==> src/rtl/gate_test_pkg.sv <==
// Shared types and the gate-bank truth table for the gate self-test sequencer.
package gate_test_pkg;

    typedef enum logic [2:0] {IDLE, DRIVE, SETTLE, CHECK, DONE} state_t;

    localparam int GATE_AND  = 0;
    localparam int GATE_OR   = 1;
    localparam int GATE_NAND = 2;
    localparam int GATE_XOR  = 3;
    localparam int GATE_NOT  = 4;
    localparam int NUM_GATES = 5;

    function automatic logic [NUM_GATES-1:0] expected_gates(input logic a, input logic b);
        logic [NUM_GATES-1:0] e;
        e            = '0;
        e[GATE_AND]  = a & b;
        e[GATE_OR]   = a | b;
        e[GATE_NAND] = ~(a & b);
        e[GATE_XOR]  = a ^ b;
        e[GATE_NOT]  = ~a;
        return e;
    endfunction

endpackage

==> src/rtl/gate_selftest_seq_if.sv <==
// Signal bundle between the self-test sequencer and the gate bank / host.
// GATE_SELFTEST_ERRLOG_EN adds the first-failure log outputs.
interface gate_selftest_seq_if;
    import gate_test_pkg::*;

    logic                 start;
    logic                 AND_In;
    logic                 OR_In;
    logic                 NAND_In;
    logic                 XOR_In;
    logic                 NOT_In;
    logic                 A;
    logic                 B;
    logic                 busy;
    logic                 done;
    logic                 pass;
    logic [NUM_GATES-1:0] fail_mask;
    logic [1:0]           vec_idx;
`ifdef GATE_SELFTEST_ERRLOG_EN
    logic                 first_fail_valid;
    logic [1:0]           first_fail_vec;
`endif

    modport slave (
`ifdef GATE_SELFTEST_ERRLOG_EN
        output first_fail_valid, first_fail_vec,
`endif
        input  start, AND_In, OR_In, NAND_In, XOR_In, NOT_In,
        output A, B, busy, done, pass, fail_mask, vec_idx
    );

    modport master (
`ifdef GATE_SELFTEST_ERRLOG_EN
        input  first_fail_valid, first_fail_vec,
`endif
        output start, AND_In, OR_In, NAND_In, XOR_In, NOT_In,
        input  A, B, busy, done, pass, fail_mask, vec_idx
    );

endinterface

==> src/rtl/gate_selftest_seq.sv <==
// Walks the gate bank through all four A/B vectors and accumulates a sticky per-gate fail mask.
// GATE_SELFTEST_ERRLOG_EN adds first_fail_valid / first_fail_vec capture.
//
// state  | meaning
// IDLE   | A=B=0, waiting for start
// DRIVE  | A/B just loaded from vec_idx
// SETTLE | SETTLE_CYCLES down-count while the bank settles
// CHECK  | compare bank outputs, advance or finish
// DONE   | one-cycle done pulse, pass valid
module gate_selftest_seq
    import gate_test_pkg::*;
#(
    parameter int SETTLE_CYCLES = 2
) (
    input  logic                clk,
    input  logic                rst,
    gate_selftest_seq_if.slave  bus
);

    localparam logic [7:0] SETTLE_LOAD = 8'((SETTLE_CYCLES == 0) ? 0 : SETTLE_CYCLES - 1);

    state_t               state;
    logic [7:0]           settle_cnt;
    logic                 a_q;
    logic                 b_q;
    logic                 busy_q;
    logic                 done_q;
    logic                 pass_q;
    logic [NUM_GATES-1:0] fail_q;
    logic [1:0]           vec_q;
    logic [1:0]           vec_next;
    logic [NUM_GATES-1:0] gate_in;
    logic [NUM_GATES-1:0] gate_exp;
    logic [NUM_GATES-1:0] mismatch;
`ifdef GATE_SELFTEST_ERRLOG_EN
    logic                 ff_valid_q;
    logic [1:0]           ff_vec_q;
`endif

    always_comb begin
        gate_in            = '0;
        gate_in[GATE_AND]  = bus.AND_In;
        gate_in[GATE_OR]   = bus.OR_In;
        gate_in[GATE_NAND] = bus.NAND_In;
        gate_in[GATE_XOR]  = bus.XOR_In;
        gate_in[GATE_NOT]  = bus.NOT_In;
        gate_exp           = expected_gates(a_q, b_q);
        vec_next           = vec_q + 2'd1;
        // Case inequality so an X/Z from the bank counts as a failure in simulation.
        for (int i = 0; i < NUM_GATES; i++) begin
            mismatch[i] = (gate_in[i] !== gate_exp[i]);
        end
    end

    always_ff @(posedge clk) begin
        if (rst) begin
            state      <= IDLE;
            settle_cnt <= '0;
            a_q        <= 1'b0;
            b_q        <= 1'b0;
            busy_q     <= 1'b0;
            done_q     <= 1'b0;
            pass_q     <= 1'b0;
            fail_q     <= '0;
            vec_q      <= '0;
`ifdef GATE_SELFTEST_ERRLOG_EN
            ff_valid_q <= 1'b0;
            ff_vec_q   <= '0;
`endif
        end else begin
            done_q <= 1'b0;
            case (state)
                IDLE: begin
                    a_q <= 1'b0;
                    b_q <= 1'b0;
                    if (bus.start) begin
                        state  <= DRIVE;
                        vec_q  <= '0;
                        busy_q <= 1'b1;
                        fail_q <= '0;
                        pass_q <= 1'b0;
`ifdef GATE_SELFTEST_ERRLOG_EN
                        ff_valid_q <= 1'b0;
                        ff_vec_q   <= '0;
`endif
                    end
                end
                DRIVE: begin
                    if (SETTLE_CYCLES == 0) begin
                        state <= CHECK;
                    end else begin
                        state      <= SETTLE;
                        settle_cnt <= SETTLE_LOAD;
                    end
                end
                SETTLE: begin
                    if (settle_cnt == 8'd0) state <= CHECK;
                    else                    settle_cnt <= settle_cnt - 8'd1;
                end
                CHECK: begin
                    fail_q <= fail_q | mismatch;
`ifdef GATE_SELFTEST_ERRLOG_EN
                    if ((|mismatch) && !ff_valid_q) begin
                        ff_valid_q <= 1'b1;
                        ff_vec_q   <= vec_q;
                    end
`endif
                    if (vec_q == 2'd3) begin
                        state  <= DONE;
                        done_q <= 1'b1;
                        busy_q <= 1'b0;
                        a_q    <= 1'b0;
                        b_q    <= 1'b0;
                        pass_q <= ((fail_q | mismatch) == '0);
                    end else begin
                        state <= DRIVE;
                        vec_q <= vec_next;
                        a_q   <= vec_next[1];
                        b_q   <= vec_next[0];
                    end
                end
                DONE: begin
                    state <= IDLE;
                    vec_q <= '0;
                end
                default: state <= IDLE;
            endcase
        end
    end

    assign bus.A         = a_q;
    assign bus.B         = b_q;
    assign bus.busy      = busy_q;
    assign bus.done      = done_q;
    assign bus.pass      = pass_q;
    assign bus.fail_mask = fail_q;
    assign bus.vec_idx   = vec_q;
`ifdef GATE_SELFTEST_ERRLOG_EN
    assign bus.first_fail_valid = ff_valid_q;
    assign bus.first_fail_vec   = ff_vec_q;
`endif

endmodule

==> src/flat_wrapper.sv <==
// flat-port wrapper written by rule: the top's interface ports become plain ports
module gate_selftest_seq_flat import gate_test_pkg::*;
#(
    parameter int SETTLE_CYCLES = 2
)
  (clk, rst, bus_start, bus_AND_In, bus_OR_In, bus_NAND_In, bus_XOR_In, bus_NOT_In, bus_A, bus_B, bus_busy, bus_done, bus_pass, bus_fail_mask, bus_vec_idx);
  gate_selftest_seq_if bus_i ();
  input  logic clk;
  input  logic rst;
  input wire logic [$bits(bus_i.start)-1:0] bus_start;
  input wire logic [$bits(bus_i.AND_In)-1:0] bus_AND_In;
  input wire logic [$bits(bus_i.OR_In)-1:0] bus_OR_In;
  input wire logic [$bits(bus_i.NAND_In)-1:0] bus_NAND_In;
  input wire logic [$bits(bus_i.XOR_In)-1:0] bus_XOR_In;
  input wire logic [$bits(bus_i.NOT_In)-1:0] bus_NOT_In;
  output wire logic [$bits(bus_i.A)-1:0] bus_A;
  output wire logic [$bits(bus_i.B)-1:0] bus_B;
  output wire logic [$bits(bus_i.busy)-1:0] bus_busy;
  output wire logic [$bits(bus_i.done)-1:0] bus_done;
  output wire logic [$bits(bus_i.pass)-1:0] bus_pass;
  output wire logic [$bits(bus_i.fail_mask)-1:0] bus_fail_mask;
  output wire logic [$bits(bus_i.vec_idx)-1:0] bus_vec_idx;
  assign bus_i.start = bus_start;
  assign bus_i.AND_In = bus_AND_In;
  assign bus_i.OR_In = bus_OR_In;
  assign bus_i.NAND_In = bus_NAND_In;
  assign bus_i.XOR_In = bus_XOR_In;
  assign bus_i.NOT_In = bus_NOT_In;
  assign bus_A = bus_i.A;
  assign bus_B = bus_i.B;
  assign bus_busy = bus_i.busy;
  assign bus_done = bus_i.done;
  assign bus_pass = bus_i.pass;
  assign bus_fail_mask = bus_i.fail_mask;
  assign bus_vec_idx = bus_i.vec_idx;
  gate_selftest_seq #(.SETTLE_CYCLES(SETTLE_CYCLES)) u_core (.clk(clk), .rst(rst), .bus(bus_i));
endmodule
==> config.mk <==
export PLATFORM = sky130hd
export DESIGN_NAME = gate_selftest_seq_flat
export DESIGN_NICKNAME = d
export VERILOG_FILES = /design/src/rtl/gate_test_pkg.sv /design/src/rtl/gate_selftest_seq_if.sv /design/src/rtl/gate_selftest_seq.sv /design/src/flat_wrapper.sv
export SDC_FILE = /design/constraint.sdc
export NUM_CORES = 1
export LEC_CHECK = 0
export BUFFER_PORTS_ARGS = -buffer_cell sky130_fd_sc_hd__clkbuf_2
export CAP_MARGIN = 20
export CORE_ASPECT_RATIO = 0.7
export CORE_MARGIN = 2
export CORE_UTILIZATION = 57
export CTS_BUF_LIST = sky130_fd_sc_hd__clkbuf_8
export CTS_CLUSTER_DIAMETER = 40
export DETAILED_ROUTE_END_ITERATION = 10
export PLACE_DENSITY = 0.8
export SKIP_LAST_GASP = 1
export SLEW_MARGIN = 20
export SYNTH_ARGS = -nofsm -noshare
export SYNTH_HDL_FRONTEND = slang
export SYNTH_SLANG_ARGS = --single-unit
==> constraint.sdc <==
create_clock -name clk -period 2 [get_ports clk]
set_clock_uncertainty 0.1 [all_clocks]
set_input_delay 0.2 -clock clk [delete_from_list [all_inputs] [get_ports clk]]
set_output_delay 0.2 -clock clk [all_outputs]
set_load 0.01 [all_outputs]
==> summary.md <==
| Metric | Value |
|---|---|
| Clk root buf | `clkbuf_8` |
| Final hold viol count | `0` |
| Measured slew at the worst slew-check pin | `0.440 ns` |
| Multiplexer share of the synthesized area | `5.21%` |
| Initial Util | `61.8%` |
| Register area share after synthesis | `39.1%` |
| Wire per inst | `13.4 microns` |
| Synth Area in Compound Gates | `13.3%` |
| Most common cell in the synthesized netlist | `dfxtp_1` |
| Setup TNS | `0 ns` |
| Unrepaired setup endpoints after global routing | `no` |
| Simple-gate share of the synthesized area | `29.6%` |
| Flops & latches, synth | `23` |
| Placed Area | `1290 sq um` |
| Hold Path Class | `in -> reg` |
| Die extent in y | `42.0 microns` |
| Rel. slew slack | `70.4%` |
| CTS clk-pin slew, worst paths | `0.08 ns` |
| Crit path launch type | `register` |
| WHS Path Cells | `4` |
| Pleak | `0.000537 uW` |
| Nets | `167` |
| Post-route DRC violation count | `0` |
| Worst path required time | `2.10 ns` |
| Area growth, synth to finish | `13.7%` |
| Post-CTS Setup Inserts | `0` |
| Cell count after synthesis | `134` |
| Post-synth net total | `146` |
| Synthesis warning total | `0` |
| Core footprint | `1900 sq um` |
| Global route overflow | `0` |
| XOR/XNOR Fraction of Synth Area | `4.47%` |
| H-tree levels | `1` |
| Mean post-synth cell area | `8.78 sq um` |
| Final setup fails | `0` |
| Synth Flop Type | `dfxtp_1` |
| Die Wd | `58.3 microns` |
| I/O pins | `20` |
| Vias per cell | `5.75` |
| GPL Wtd Cong | `0.875` |
| CTS hold repair buffers | `0` |
| Setup CP Type | `reg -> reg` |
| Adder-cell area share of the yosys netlist | `4.26%` |
| Pin count of the biggest net entering global routing | `20` |
| CTS resizes | `0` |
| Clock tree buffer depth | `2` |
| N_diodes | `0` |
| Post-Syn Area | `1180 sq um` |
| Post-synth top area share | `39.1%` |
| Status | `completed` |
| Crit path DAT | `1.82 ns` |
| PwrDens | `919 nW/um^2` |
| Drt pass-1 iters | `4` |
| CTS buffer count | `3` |
| Top post-synthesis cells by area | `dfxtp_1 39%, nor2_1 6.4%, ha_1 4.3%, mux2i_1 4.3%, a21oi_1 3.8%` |
| Via count | `1012` |
| CP Capture Type | `register` |
| Final instance area | `1340 sq um` |
| First-pass GRT wire length | `3970 microns` |
| GRT Util Overall | `21.2%` |
| Synth cell types | `37` |
| Yosys top cell by area | `dfxtp_1` |
| CTS Sinks | `23` |
| Async SR Flop Fraction | `0%` |
| Flop2flop setup slack | `0.27 ns` |
| Worst-path cell chain | `or3b_4 > a21oi_2 > mux2_1 > nor2_1` |
| Initial drt markers | `44` |
| R2R cell count | `4` |
| Main combinational cell family by area after synthesis | `simple AND/OR/NAND/NOR gates` |
| ANT nets after route | `0` |
| DP HPWL | `1780 microns` |
| Most instantiated cells after synthesis | `23 x dfxtp_1, 20 x nor2_1, 9 x a21oi_1` |
| Slowest stage cell on the critical path | `or3b_4` |
| Max-slew violations | `0` |
| Max-cap violations | `0` |
| Vias in the first global route | `887` |
| Row count | `13` |
| Fin crit period | `1.73 ns` |
| CTS tree | `done` |
| Final critical-path share of the clock period | `86.3%` |
| Total Die Area | `2450 sq um` |
| VDD IR max | `0.000648 V` |
| Critical path's largest stage delay | `0.49 ns` |
| Post-Route WL | `2370 microns` |
| Layout cell share with drive strength beyond 1 | `20.1%` |
| EDFF count, synth | `0` |
| Initial antenna violation count | `0` |
| Buffers on Ports | `19` |
| Clock Latency Late Sink | `0.27 ns` |
| Crit Path Max Fanout | `13` |
| Peak Freq | `580 MHz` |
critical path, delay by kind of cell, from the launching register on:
family | cells | cell delay, ns
DFF | 1 | 0.45
AOI/OAI and AO/OA | 1 | 0.21
muxes | 1 | 0.34
and+or+nand+nor | 2 | 0.56
layout by cell type, fill, tap and decap left out, types with 2 or more instances in the layout:
master,n
a211oi_1,2
a21oi_1,9
a22oi_1,4
buf_4,2
clkbuf_2,19
clkbuf_8,3
dfxtp_1,23
ha_1,4
inv_1,8
mux2i_1,5
nand2_1,7
nand2b_1,4
nand3b_1,4
nor2_1,20
nor3_1,5
nor4_1,5
o21ai_0,4
o21ai_1,2
xnor2_1,4
xor2_1,2
flip-flops by register name, indices dropped and copies added (netlist names):
name and count:
u_core.bus.A 1, u_core.bus.pass 1, u_core.bus.B 1, u_core.bus.done 1
u_core.bus.vec_idx 2, u_core.state 3, u_core.bus.busy 1, u_core.settle_cnt 8
u_core.bus.fail_mask 5
path summary, 6_finish.rpt:
kind | start | endpoint
max | u_core.state[0]$_SDFFE_PP0P_ | u_core.settle_cnt[1]$_SDFFE_PP0P_
min | bus_AND_In | u_core.bus.pass$_SDFFE_PP0P_
max reg2reg | u_core.state[0]$_SDFFE_PP0P_ | u_core.settle_cnt[1]$_SDFFE_PP0P_
min reg2reg | u_core.settle_cnt[0]$_SDFFE_PP0P_ | u_core.settle_cnt[0]$_SDFFE_PP0P_
cells by family (layout without fill, tap and decap cells):
group / count (synthesis) / count (layout)
adders and majority gates: 4 / 4
muxes: 6 / 6
and+or+nand+nor: 58 / 58
AOI/OAI and AO/OA: 25 / 25
buffers and inverters: 12 / 32
DFF: 23 / 23
xor gates and xnor gates: 6 / 6
area by class of cell:
type	instances	area (sq um)
Timing Repair Buffer	21	110
Inverter	7	26.3
Sequential cell	23	460
Clock buffer	3	41.3
Fill cell	147	566
Multi-Input combinational cell	99	668
Clock inverter	1	3.75
Tap cell	22	27.5
stage by stage:
| step | utilization, % | total power (uW) | setup slack [ns] | instances | hold WS, ns |
|---|---|---|---|---|---|
| floorplan | - | 866 | 0.437 | 134 | 0.319 |
| global placement | 67.9 | 940 | 0.370 | 172 | 0.341 |
| detailed placement | 67.9 | 958 | 0.316 | 172 | 0.351 |
| CTS | 70.3 | 1230 | 0.294 | 176 | 0.202 |
| global route | 70.3 | 1300 | 0.186 | 176 | 0.220 |
| finish | 70.3 | 1230 | 0.275 | 176 | 0.204 |
per-layer routing:
metal | vias up | wire length (microns) | part of all wire (%) | global-route usage (%)
li1 | 521 | - | - | -
met1 | 462 | 1210 | 51 | 30.9
met2 | 25 | 989 | 42 | 30.6
met3 | 4 | 138 | 5.8 | 6.17
met4 | 0 | 27 | 1.1 | 5.58
met5 | - | 0 | 0 | 0
power by group:
group	total (uW)	switching, uW	leakage, uW	internal (uW)
combinational	400	217	0.000324	183
sequential	551	52.1	0.000186	499
clock	278	141	0.0000269	137
total	1230	410	0.000537	820
Note: power is estimated with default switching activity, not from simulation.
